[src/rtl/writeback_unit.sv]
// Register-file write initiator: ALU results take the write slot directly,
// load results queue in an in-order FIFO and drain into idle slots.
module writeback_unit #(
  parameter int DATA_WIDTH    = 32,
  parameter int NUM_REGISTERS = 32,
  parameter int QUEUE_DEPTH   = 4,
  localparam int REG_W        = $clog2(NUM_REGISTERS),
  localparam int CNT_W        = $clog2(QUEUE_DEPTH) + 1
) (
  input  logic                     clk,
  input  logic                     rst,
  input  logic                     alu_valid,
  output logic                     alu_ready,
  input  logic [REG_W-1:0]         alu_rd,
  input  logic [DATA_WIDTH-1:0]    alu_data,
  input  logic                     mem_valid,
  output logic                     mem_ready,
  input  logic [REG_W-1:0]         mem_rd,
  input  logic [DATA_WIDTH-1:0]    mem_data,
  output logic [REG_W-1:0]         write_register,
  output logic [DATA_WIDTH-1:0]    write_data,
  output logic [NUM_REGISTERS-1:0] busy_mask,
  output logic [CNT_W-1:0]         queue_count
);
  localparam int PTR_W = $clog2(QUEUE_DEPTH);

  typedef struct packed {
    logic [REG_W-1:0]      rd;
    logic [DATA_WIDTH-1:0] data;
  } wb_entry_t;

  wb_entry_t              q [QUEUE_DEPTH];
  logic [PTR_W-1:0]       head, tail;
  logic [CNT_W-1:0]       count;
  logic [QUEUE_DEPTH-1:0] ent_vld, ent_hit;
  logic                   full, waw, alu_slot, pop, push;

  // Entry e is live when its distance from head is below the occupancy.
  for (genvar e = 0; e < QUEUE_DEPTH; e++) begin : g_ent
    logic [PTR_W-1:0] off;
    assign off        = PTR_W'(e) - head;
    assign ent_vld[e] = {1'b0, off} < count;
    assign ent_hit[e] = ent_vld[e] && (q[e].rd == alu_rd);
  end

  assign full        = (count == CNT_W'(QUEUE_DEPTH));
  // Hold a younger ALU write while an older load to the same register waits.
  assign waw         = (alu_rd != '0) && (|ent_hit);
  assign mem_ready   = !full;
  assign alu_ready   = !full && !waw;
  assign alu_slot    = alu_valid && alu_ready && (alu_rd != '0);
  assign pop         = !alu_slot && (count != '0);
  assign push        = mem_valid && mem_ready && (mem_rd != '0);
  assign queue_count = count;

  always_ff @(posedge clk) begin
    if (rst) begin
      head           <= '0;
      tail           <= '0;
      count          <= '0;
      write_register <= '0;
      write_data     <= '0;
    end else begin
      if (push) begin
        q[tail] <= '{rd: mem_rd, data: mem_data};
        tail    <= tail + 1'b1;
      end
      if (pop) head <= head + 1'b1;
      count <= count + CNT_W'(push) - CNT_W'(pop);
      if (alu_slot) begin
        write_register <= alu_rd;
        write_data     <= alu_data;
      end else if (pop) begin
        write_register <= q[head].rd;
        write_data     <= q[head].data;
      end else begin
        write_register <= '0;
      end
    end
  end

  always_comb begin
    busy_mask = '0;
    for (int e = 0; e < QUEUE_DEPTH; e++)
      if (ent_vld[e]) busy_mask[q[e].rd] = 1'b1;
    busy_mask[write_register] = 1'b1;
    busy_mask[0] = 1'b0;
  end
endmodule
[config.mk]
export PLATFORM = sky130hd
export DESIGN_NAME = writeback_unit
export DESIGN_NICKNAME = d
export VERILOG_FILES = /design/src/rtl/writeback_unit.sv
export SDC_FILE = /design/constraint.sdc
export NUM_CORES = 1
export LEC_CHECK = 0
export CAP_MARGIN = 20
export CORE_ASPECT_RATIO = 0.7
export CORE_UTILIZATION = 40
export DETAILED_ROUTE_END_ITERATION = 12
export PLACE_DENSITY = 0.67
export REMOVE_ABC_BUFFERS = 1
export SLEW_MARGIN = 20
export SYNTH_ARGS = -nofsm -noshare
export SYNTH_HDL_FRONTEND = slang
export SYNTH_SLANG_ARGS = --single-unit
[constraint.sdc]
create_clock -name clk -period 7.5 [get_ports clk]
set_input_delay 2.25 -clock clk [delete_from_list [all_inputs] [get_ports clk]]
set_output_delay 2.25 -clock clk [all_outputs]
set_load 0.01 [all_outputs]
### Word-level counts from Yosys, hierarchy flattened

Memories as Yosys holds them, arrays and structs flattened. A register that Yosys moved wholly into a read port is not among the register bits.
Cells that the tools add are included.

| word-level totals | value |
|---|---|
| memory bits (read-only) | 0 |
| memory bits (writable) | 148 |
| memories kept | 1 |
| word-level logic and storage cells | 84 |
| flip-flop bits (word level) | 44 |
| bits in latches | 0 |

Memories:

| memory | words | width | read ports | clocked after Yosys merged registers in | wr ports | line | text |
|---|---|---|---|---|---|---|---|
| q | 4 | 37 | 5 | 1 | 1 | 32 | `wb_entry_t q [QUEUE_DEPTH];` |

| operators by class | value |
|---|---|
| shift operators | 0 |
| reductions and logical operators | 24 |
| $lt $le $gt $ge | 14 |
| div/mod/pow operators | 0 |
| $mul | 0 |
| bitwise gates (word level) | 4 |
| eq/ne operators | 5 |
| muxes and demuxes | 23 |
| add/sub/neg operators | 8 |

Operator list:

| kind | count |
|---|---|
| $mux 32 | 6 |
| $or 32x32->32 | 4 |
| $lt 5x6->1 const B | 5 |
| $demux 1 s5 | 5 |
| $ge 5x1->1 const B | 5 |
| $eq 5x5->1 | 4 |
| $logic_and 1x1->1 | 16 |
| $lt 2x3->1 | 4 |
| $mux 5 | 2 |
| $reduce_bool 5->1 | 2 |
| $mux 1 | 8 |
| $add 2x1->2 const B | 2 |
| $mux 2 | 2 |
| $reduce_or 4->1 | 1 |
| $sub 1x2->2 const A | 2 |
| $sub 2x2->2 const A | 2 |
| $add 3x1->3 | 1 |
| $eq 3x3->1 const B | 1 |
| $logic_not 1->1 | 3 |
| $reduce_bool 3->1 | 1 |
| $sub 3x1->3 | 1 |
| $reduce_bool 2->1 | 1 |

### Longest topological paths before layout

Gate-level depths: netlist (run 1).

| logic depth | value |
|---|---|
| depth in word-level cells | 13 |
| mapped depth | 20 |

### Least setup slack after synthesis (run 1)

Ideal clock, no wire load.

| path | value |
|---|---|
| path type | input to output |
| start | input alu_rd[2] |
| end | output alu_ready |
| slack | 1.400 ns |
| stages on the path | 8 |
| required time | 5.250 ns |
| buffers on the path | 3 |
| arrival | 3.850 ns |
| cells stage by stage | clkbuf_1 > xnor2_1 > nand3_1 > or4_1 > and4_1 > buf_2 > clkbuf_1 > o21a_1 |

| between the ends | value |
|---|---|
| longest elaborated chain between the ends | 6 |

RTL lines:

| what | line | text |
|---|---|---|
| start: declaration | 14 | `input logic [REG_W-1:0] alu_rd,` |
| $eq 5x5->1 | 43 | `assign ent_hit[e] = ent_vld[e] && (q[e].rd == alu_rd);` |
| $logic_and 1x1->1 | 43 |  |
| $reduce_or 4->1 | 48 | `assign waw = (alu_rd != '0) && (\|ent_hit);` |
| $logic_and 1x1->1 (*) | 48 |  |
| $logic_not 1->1 (*) | 50 | `assign alu_ready = !full && !waw;` |
| $logic_and 1x1->1 (*) | 50 |  |
| end: declaration | 13 | `output logic alu_ready,` |

Mark *: on every way between the ends. The rest lies on a longest branch, timed or not.

### Worst setup path in the final report (run 1)

| path | value |
|---|---|
| start | input alu_rd[0] |
| end | output alu_ready |

The elaborated chain is that of the path after synthesis.

==> impl_metrics.yaml, run 1 <==
synth:
  yosys_warnings: 0
  synth.area.top_cells: "edfxtp_1, dfxtp_1, mux4_2"
  async_reset_ff_frac: 0
  yosysMostFrequentCell: "edfxtp_1"
  yosys-top-cells-count: "edfxtp_1, clkbuf_1, dfxtp_1, inv_1, nor2b_1"
  synth_edf_count: 148
  avgSynthCellArea_sq_um: 12.75
  synth_area_sq_um: 9371
  netlist.area_leader.share: 0.4742
  yosysTopAreaCell: "edfxtp_1"
  ys_seq_area_frac: 0.5725
  ys_ff_latch: 194
  syn_inst: 735
  yosysUniqueCellTypes: 53
  synth_ff_type: "edfxtp_1"
drt:
  dr.pass1.iters: 6
  vias_per_cell: 5.775
  drt_iter0_drc: 792
  wire_per_inst_microns: 20.78
  routed_wl_mm: 24.31
  num_vias: 6757
  route.detailed.drc: 0
  drtAntennaViolNets: 0
run:
  maxCapViolCount: 0
setup_path:
  endpoint_kind: "output port"
  crit_type: "primary input to output port"
  worst-path-max-fanout: 6
  required_ns: 5.25
  startpoint_type: "primary input"
  arrival_ns: 4.51
timing:
  drv_slew: 0
  skew_ns: 0.01751
  rsz0062_at_grt: "no"
  hold_viol: 0
  post-route-min-period_ns: 6.764
  fin_tns_setup_ns: 0
  fmax_mhz: 147.8
  setup_viol: 0
  finalCritPeriodShare: 0.9019
  maxSlewHeadroom: 0.2848
  timing.hold.ws_ns: 0.5731
  worstMarginPinSlew_ns: 1.065
clock_network:
  cts_buffers: 17
  clockRootBuffer: "clkbuf_16"
  clock-sinks: 194
  insertion_delay_ns: 0.45
  clock_path_buffers: 2
  htreeDepth: 4
  postCtsSetupRepairBufs: 0
  clkTransAtPathRegs_ns: 0.07
  ctsHoldBuffers: 0
  cts_tree: "built"
  cts-resized-gates: 0
global_route:
  grt_max_degree: 72
  grt_usage: 0.2067
  first_global_vias: 6399
  overflow: 0
  grt_pass1_wl_mm: 36.91
  antenna_found_initial: 2
floorplan:
  die_x_microns: 184.9
  dieArea_sq_um: 24050
  core_area_sq_um: 22790
  rows: 46
  die_h_microns: 130.1
  io-pin-count: 152
  start_util: 0.4112
worst_hold_path:
  hp-class: "flop to flop"
placed_design:
  io_buffer_count: 150
  place_hpwl_mm: 15.79
  place_congestion: 0.9385
power:
  p_leak_nw: 3.878
  p_per_area_nw_per_um2: 317.5
  irDropWorstVdd_mv: 0.2313
finish:
  fillers: 1985
  synthToLayoutAreaGrowth_pct: 24.51
  nets: 934
  drive_above_1_share: 0.1132
run_status:
  run_status: "finished, final reports clean"
-- power breakdown --
group	internal [mW]	total [mW]	leakage [nW]	switching, mW
combinational	0.657	1.36	1.85	0.704
clock	0.483	0.933	0.299	0.449
sequential	1.29	1.41	1.72	0.124
-- critical path, stage by stage --
cell	delay (ns)
clkdlybuf4s50_1	0.68
xnor2_1	0.16
nand3_1	0.09
or4_1	0.49
and4_2	0.20
o21a_1	0.17
clkdlybuf4s50_1	0.47
-- layout by cell type, fill, tap and decap left out, types with 27 or more instances in the layout --
cell type / netlist / layout
nand3_1: 28 / 28
inv_1: 46 / 46
dfxtp_1: 46 / 44
a221oi_1: 33 / 33
nand2_1: 40 / 40
mux4_2: 37 / 37
nor2b_1: 41 / 41
nor2_1: 27 / 27
clkdlybuf4s50_1: 0 / 149
edfxtp_1: 148 / 148
-- worst paths after layout --
path / from / endpoint / slack, ns / cells after the start
max: alu_rd[0] / alu_ready / 0.74 / 7
min: tail[1] / tail[1] / 0.57 / 2
max reg2reg: head[0] / queue_count[2] / 3.18 / 16
min reg2reg: tail[1] / tail[1] / 0.57 / 2
-- layer usage --
| layer | wire (microns) | track usage |
|---|---|---|
| met1 | 11230 | 0.2988 |
| met4 | 312 | 0.04667 |
| met2 | 10260 | 0.2961 |
| met5 | 13 | 0 |
| met3 | 2495 | 0.07396 |
-- cell families after synthesis --
| group | synth area share |
|---|---|
| DFF | 0.5725 |
| adders and majority gates | 0.01549 |
| and+or+nand+nor | 0.1194 |
| muxes | 0.08999 |
| AOI/OAI and AO/OA | 0.1312 |
| xor gates and xnor gates | 0.02243 |
| other | 0.0004001 |
| buffers and inverters | 0.04860 |
-- state kept, by name (all words and copies together), names as in the netlist, named ones only --
name            count
q                 148
write_data         32
write_register      5
head                2
tail                2
queue_count         3
-- final cells by class --
class / instances / area (sq um) / share of cell area
diodes: 1 / 2.502 / 0.0002145
flip-flops and latches: 194 / 5368 / 0.4600
well taps: 312 / 390.4 / 0.03345
multi-input cells: 428 / 3563 / 0.3054
inverters: 47 / 176.4 / 0.01512
clock inverters: 14 / 181.4 / 0.01555
clock buffers: 17 / 425.4 / 0.03646
repair buffers: 157 / 1562 / 0.1338
-- through the flow --
stage               power, mW  setup slack (ns)  utilization  instance area [sq um]  instances
detailed placement      2.790            0.7630       0.4844                  11040       1137
finish                  3.705            0.7356       0.5120                  11670       1170
global placement        2.787            0.7799       0.4844                  11040       1137
floorplan               2.255             1.529            -                   9092        669
global route            3.896            0.6856       0.5119                  11670       1169
CTS                     3.723            0.7544       0.5110                  11650       1168
Note: power is estimated with default switching activity, not from simulation.
==> inputs of run 2 (changes only) <==
==> constraint.sdc (replaced) <==
create_clock -name clk -period 7.5 [get_ports clk]
set_input_delay 1.875 -clock clk [delete_from_list [all_inputs] [get_ports clk]]
set_output_delay 1.875 -clock clk [all_outputs]
set_load 0.01 [all_outputs]
==> run 2 against run 1 <==
Against the previous run: clock power decreased by 2.4%; global-route usage decreased by 0.21 points; non-clock buffer count decreased by 1; first-iteration DRC count decreased by 0.88%; register-to-register slack improved by 0.06 ns; hold slack got worse by 0.0044 ns; critical path depth unchanged; via count decreased by 0.84%; clock skew decreased by 0.0052 ns; cell area decreased by 0.17%; cell count unchanged; sequential power about the same; largest power group unchanged; highest routed layer unchanged.
==> impl_metrics.yaml, run 2 (synthesized netlist as in run 1, its figures left out) <==
timing:
  rsz0062_at_grt: "no"
  maxSlewHeadroom: 0.2119
  finalCritPeriodShare: 0.7970
  worstMarginPinSlew_ns: 1.173
  fin_tns_setup_ns: 0
  skew_ns: 0.01234
  setup_viol: 0
  drv_slew: 0
  post-route-min-period_ns: 5.977
  fmax_mhz: 167.3
  hold_viol: 0
  timing.hold.ws_ns: 0.5687
finish:
  finalInstanceArea_sq_um: 11650
  mostFrequentLayoutCells: "clkdlybuf4s50_1, edfxtp_1, inv_1"
  top_register: "q"
  nets: 933
  drive_above_1_share: 0.1132
  largest_reg_flops: 148
  reg_top3: "q: 148 flops, write_data: 32 flops, write_register: 5 flops"
  stdcell_count: 1170
  synthToLayoutAreaGrowth_pct: 24.30
  mostFrequentLayoutCell: "clkdlybuf4s50_1"
floorplan:
  core_area_sq_um: 22790
  rows: 46
  start_util: 0.4112
  die_h_microns: 130.1
  dieArea_sq_um: 24050
  die_x_microns: 184.9
  io-pin-count: 152
drt:
  wire_per_inst_microns: 20.73
  vias_per_cell: 5.726
  dr.pass1.iters: 6
  drtAntennaViolNets: 0
  routed_wl_mm: 24.26
  drt_iter0_drc: 785
  num_vias: 6700
  route.detailed.drc: 0
power:
  power.switching_mw: 1.289
  clockPowerShare: 0.246
  switching_share: 0.3487
  seqPwrFrac: 0.386
  p_per_area_nw_per_um2: 317.3
  p_leak_nw: 3.859
  irDropWorstVdd_mv: 0.2250
  p_comb_frac: 0.368
  p_total_mw: 3.696
  internal_power_mw: 2.407
global_route:
  first_global_vias: 6268
  overflow: 0
  grt_max_degree: 72
  grt_pass1_wl_mm: 36.88
  antenna_found_initial: 2
  grt_usage: 0.2047
clock_network:
  clock_path_buffers: 2
  htreeDepth: 4
  clkTransAtPathRegs_ns: 0.08
  insertion_delay_ns: 0.43
  cts-resized-gates: 0
  clock-sinks: 194
  ctsHoldBuffers: 0
  cts_buffers: 17
  cts_tree: "built"
  postCtsSetupRepairBufs: 0
  clockRootBuffer: "clkbuf_16"
setup_path:
  worst-path-max-fanout: 6
  startpoint_type: "primary input"
  required_ns: 5.62
  crit_type: "primary input to output port"
  arrival_ns: 4.10
  endpoint_kind: "output port"
placed_design:
  placed_cell_area_sq_um: 11040
  place_congestion: 0.9805
  place_hpwl_mm: 15.85
  io_buffer_count: 150
  dp_cells: 1137
run:
  maxCapViolCount: 0
run_status:
  run_status: "finished, final reports clean"
worst_hold_path:
  hp-class: "flop to flop"
run 2: metal layers:
layer  track usage  wire length (microns)  vias up
met1        0.3066                  11180     3235
met4       0.05056                    248        2
met3       0.05107                   2444       28
li1              -                      -     3061
met2        0.2959                  10380      374
met5             0                     11        -
run 2: layout make-up:
cell class                      count  area, sq um
Sequential cell                   194         5368
Clock inverter                     15        181.4
Multi-Input combinational cell    428         3563
Clock buffer                       17        425.4
Tap cell                          312        390.4
Timing Repair Buffer              156         1541
Antenna cell                        1        2.502
Inverter                           47        176.4
Fill cell                        1996        11140
run 2: final timing paths:
| check | start | endpoint | slack [ns] | cells after the start |
|---|---|---|---|---|
| worst min register to register | tail[1] | tail[1] | 0.57 | 2 |
| worst min-delay path | tail[1] | tail[1] | 0.57 | 2 |
| worst max-delay path | alu_rd[4] | alu_ready | 1.52 | 7 |
| worst max register to register | head[0] | queue_count[2] | 3.24 | 17 |
run 2: power groups by stage:
stage / logic (mW) / registers [mW] / clock network (mW)
2_1_floorplan: 0.781 / 1.47 / 0
3_3_place_gp: 1.36 / 1.45 / 0
3_5_place_dp: 1.36 / 1.45 / 0
4_1_cts: 1.36 / 1.43 / 0.933
5_1_grt: 1.48 / 1.44 / 0.973
6_report: 1.36 / 1.42 / 0.911
run 2: critical path: stages:
cell             delay [ns]
clkdlybuf4s50_1        0.65
xnor2_1                0.16
nand3_1                0.10
or4_1                  0.49
and4_2                 0.20
o21a_1                 0.16
clkdlybuf4s50_1        0.47
run 2: through the flow:
stage	worst slack (ns)	utilization
4_1_cts	1.517	0.5110
3_3_place_gp	1.519	0.4844
3_5_place_dp	1.522	0.4844
6_report	1.523	0.5111
2_1_floorplan	1.962	-
5_1_grt	1.387	0.5110
==> inputs of run 3 (changes only) <==
--- a/config.mk
+++ b/config.mk
@@ -9,7 +9,7 @@
 export CORE_ASPECT_RATIO = 0.7
 export CORE_UTILIZATION = 40
 export DETAILED_ROUTE_END_ITERATION = 12
-export PLACE_DENSITY = 0.67
+export PLACE_DENSITY = 0.69
 export REMOVE_ABC_BUFFERS = 1
 export SLEW_MARGIN = 20
 export SYNTH_ARGS = -nofsm -noshare
==> constraint.sdc (replaced) <==
create_clock -name clk -period 5 [get_ports clk]
set_input_delay 1.25 -clock clk [delete_from_list [all_inputs] [get_ports clk]]
set_output_delay 1.25 -clock clk [all_outputs]
set_load 0.01 [all_outputs]
==> run 3 against run 2 <==
Against the previous run: sequential power increased by 52%; largest cell class unchanged; hold slack improved by 0.015 ns; total power increased by 52%; non-clock buffer count increased by 13; cell area increased by 1.0%; cell count increased by 1.1%; sequential cell count unchanged; utilization increased by 0.51 points; critical path depth increased by 1; sequential share of layout area decreased by 0.46 points; critical path type is now flop to output port.
==> impl_metrics.yaml, run 3 (synthesized netlist as in run 1, its figures left out) <==
drt:
  vias_per_cell: 5.732
  routed_wl_mm: 24.84
  wire_per_inst_microns: 21.00
  dr.pass1.iters: 6
  drtAntennaViolNets: 0
  route.detailed.drc: 0
  drt_iter0_drc: 772
  num_vias: 6781
clock_network:
  insertion_delay_ns: 0.44
  postCtsSetupRepairBufs: 0
  cts_tree: "built"
  clock_path_buffers: 2
  clock-sinks: 194
  cts_buffers: 17
  clkTransAtPathRegs_ns: 0.07
  clockRootBuffer: "clkbuf_16"
  htreeDepth: 4
setup_path:
  worst-path-max-fanout: 9
  arrival_ns: 3.40
  r2r_start: "queue_count[1]"
  cp-startpoint: "head[0]"
  required_ns: 3.75
  startpoint_type: "flop"
  endpoint_kind: "output port"
  crit_type: "flop to output port"
power:
  p_per_area_nw_per_um2: 476.5
  p_leak_nw: 3.937
  irDropWorstVdd_mv: 0.4664
timing:
  hold_viol: 0
  maxSlewHeadroom: 0.3242
  rsz0062_at_grt: "no"
  setup_viol: 0
  fin_tns_setup_ns: 0
  drv_slew: 0
  worstMarginPinSlew_ns: 1.014
  fmax_mhz: 214.8
  skew_ns: 0.01727
  post-route-min-period_ns: 4.655
  fin_ws_ns: 0.3450
  timing.hold.ws_ns: 0.5840
  finalCritPeriodShare: 0.9310
floorplan:
  die_h_microns: 130.1
  die_x_microns: 184.9
  rows: 46
  core_area_sq_um: 22790
  start_util: 0.4112
  dieArea_sq_um: 24050
  io-pin-count: 152
finish:
  fillers: 1981
  top_register: "q"
  mostFrequentLayoutCells: "clkdlybuf4s50_1, edfxtp_1, inv_1"
  synthToLayoutAreaGrowth_pct: 25.54
  nets: 946
  mostFrequentLayoutCell: "clkdlybuf4s50_1"
  reg_top3: "q: 148 flops, write_data: 32 flops, write_register: 5 flops"
  fin_util: 0.5162
  largest_reg_flops: 148
  drive_above_1_share: 0.1253
global_route:
  grt_pass1_wl_mm: 38.52
  grt_usage: 0.2145
  overflow: 0
  grt_max_degree: 72
  antenna_found_initial: 2
  first_global_vias: 6691
placed_design:
  place_congestion: 0.9508
  io_buffer_count: 150
  place_hpwl_mm: 16.21
  place_ws_ns: 0.3359
run_status:
  run_status: "finished, final reports clean"
worst_hold_path:
  hp-class: "flop to flop"
  min_from: "tail[1]"
run:
  maxCapViolCount: 0
[run 3: layout make-up]
type / instances / area (sq um) / area share
Multi-Input combinational cell: 428 / 3575 / 0.3038
Antenna cell: 1 / 2.502 / 0.0002127
Inverter: 47 / 176.4 / 0.01500
Tap cell: 312 / 390.4 / 0.03318
Timing Repair Buffer: 169 / 1659 / 0.1410
Clock inverter: 13 / 161.4 / 0.01372
Clock buffer: 19 / 432.9 / 0.03680
Sequential cell: 194 / 5368 / 0.4562
[run 3: worst max-delay path, stage by stage (launching register included)]
cell,delay (ns)
dfxtp_1,0.53
xnor2_1,0.19
ha_1,0.26
nand2b_1,0.09
a2bb2oi_2,0.30
and2_1,0.29
nand3b_1,0.19
o311ai_0,0.50
clkdlybuf4s50_1,0.63
[run 3: per-stage QoR]
stage	instances	instance area [sq um]	power (mW)
final	1183	11770	5.606
after global routing	1182	11760	5.921
after CTS	1181	11720	5.624
after detailed placement	1149	11130	4.246
after global placement	1149	11130	4.228
after floorplan	669	9092	3.382
[run 3: timing repair]
item,CTS,global route
hold buffers,0,0
endpoints found under the setup margin,0,8
resized for setup,0,3
[run 3: final timing paths]
check                   end  cells after the start  slack, ns
min                 tail[1]                      2       0.58
min reg2reg         tail[1]                      2       0.58
max            busy_mask[3]                      8       0.35
max reg2reg  queue_count[2]                     16       1.15
[run 3: layer usage]
metal | wire length, microns | up-vias | GRT usage
li1 | - | 3106 | -
met1 | 11100 | 3293 | 0.3015
met2 | 10680 | 343 | 0.3125
met3 | 2693 | 39 | 0.07703
met4 | 367 | 0 | 0.05980
met5 | 0 | - | 0
[run 3: power by group]
group | total, mW | switching, mW | leakage [nW] | internal (mW)
clock | 1.38 | 0.623 | 0.290 | 0.756
combinational | 2.07 | 1.04 | 1.92 | 1.03
sequential | 2.16 | 0.224 | 1.72 | 1.93
total | 5.61 | 1.89 | 3.94 | 3.72
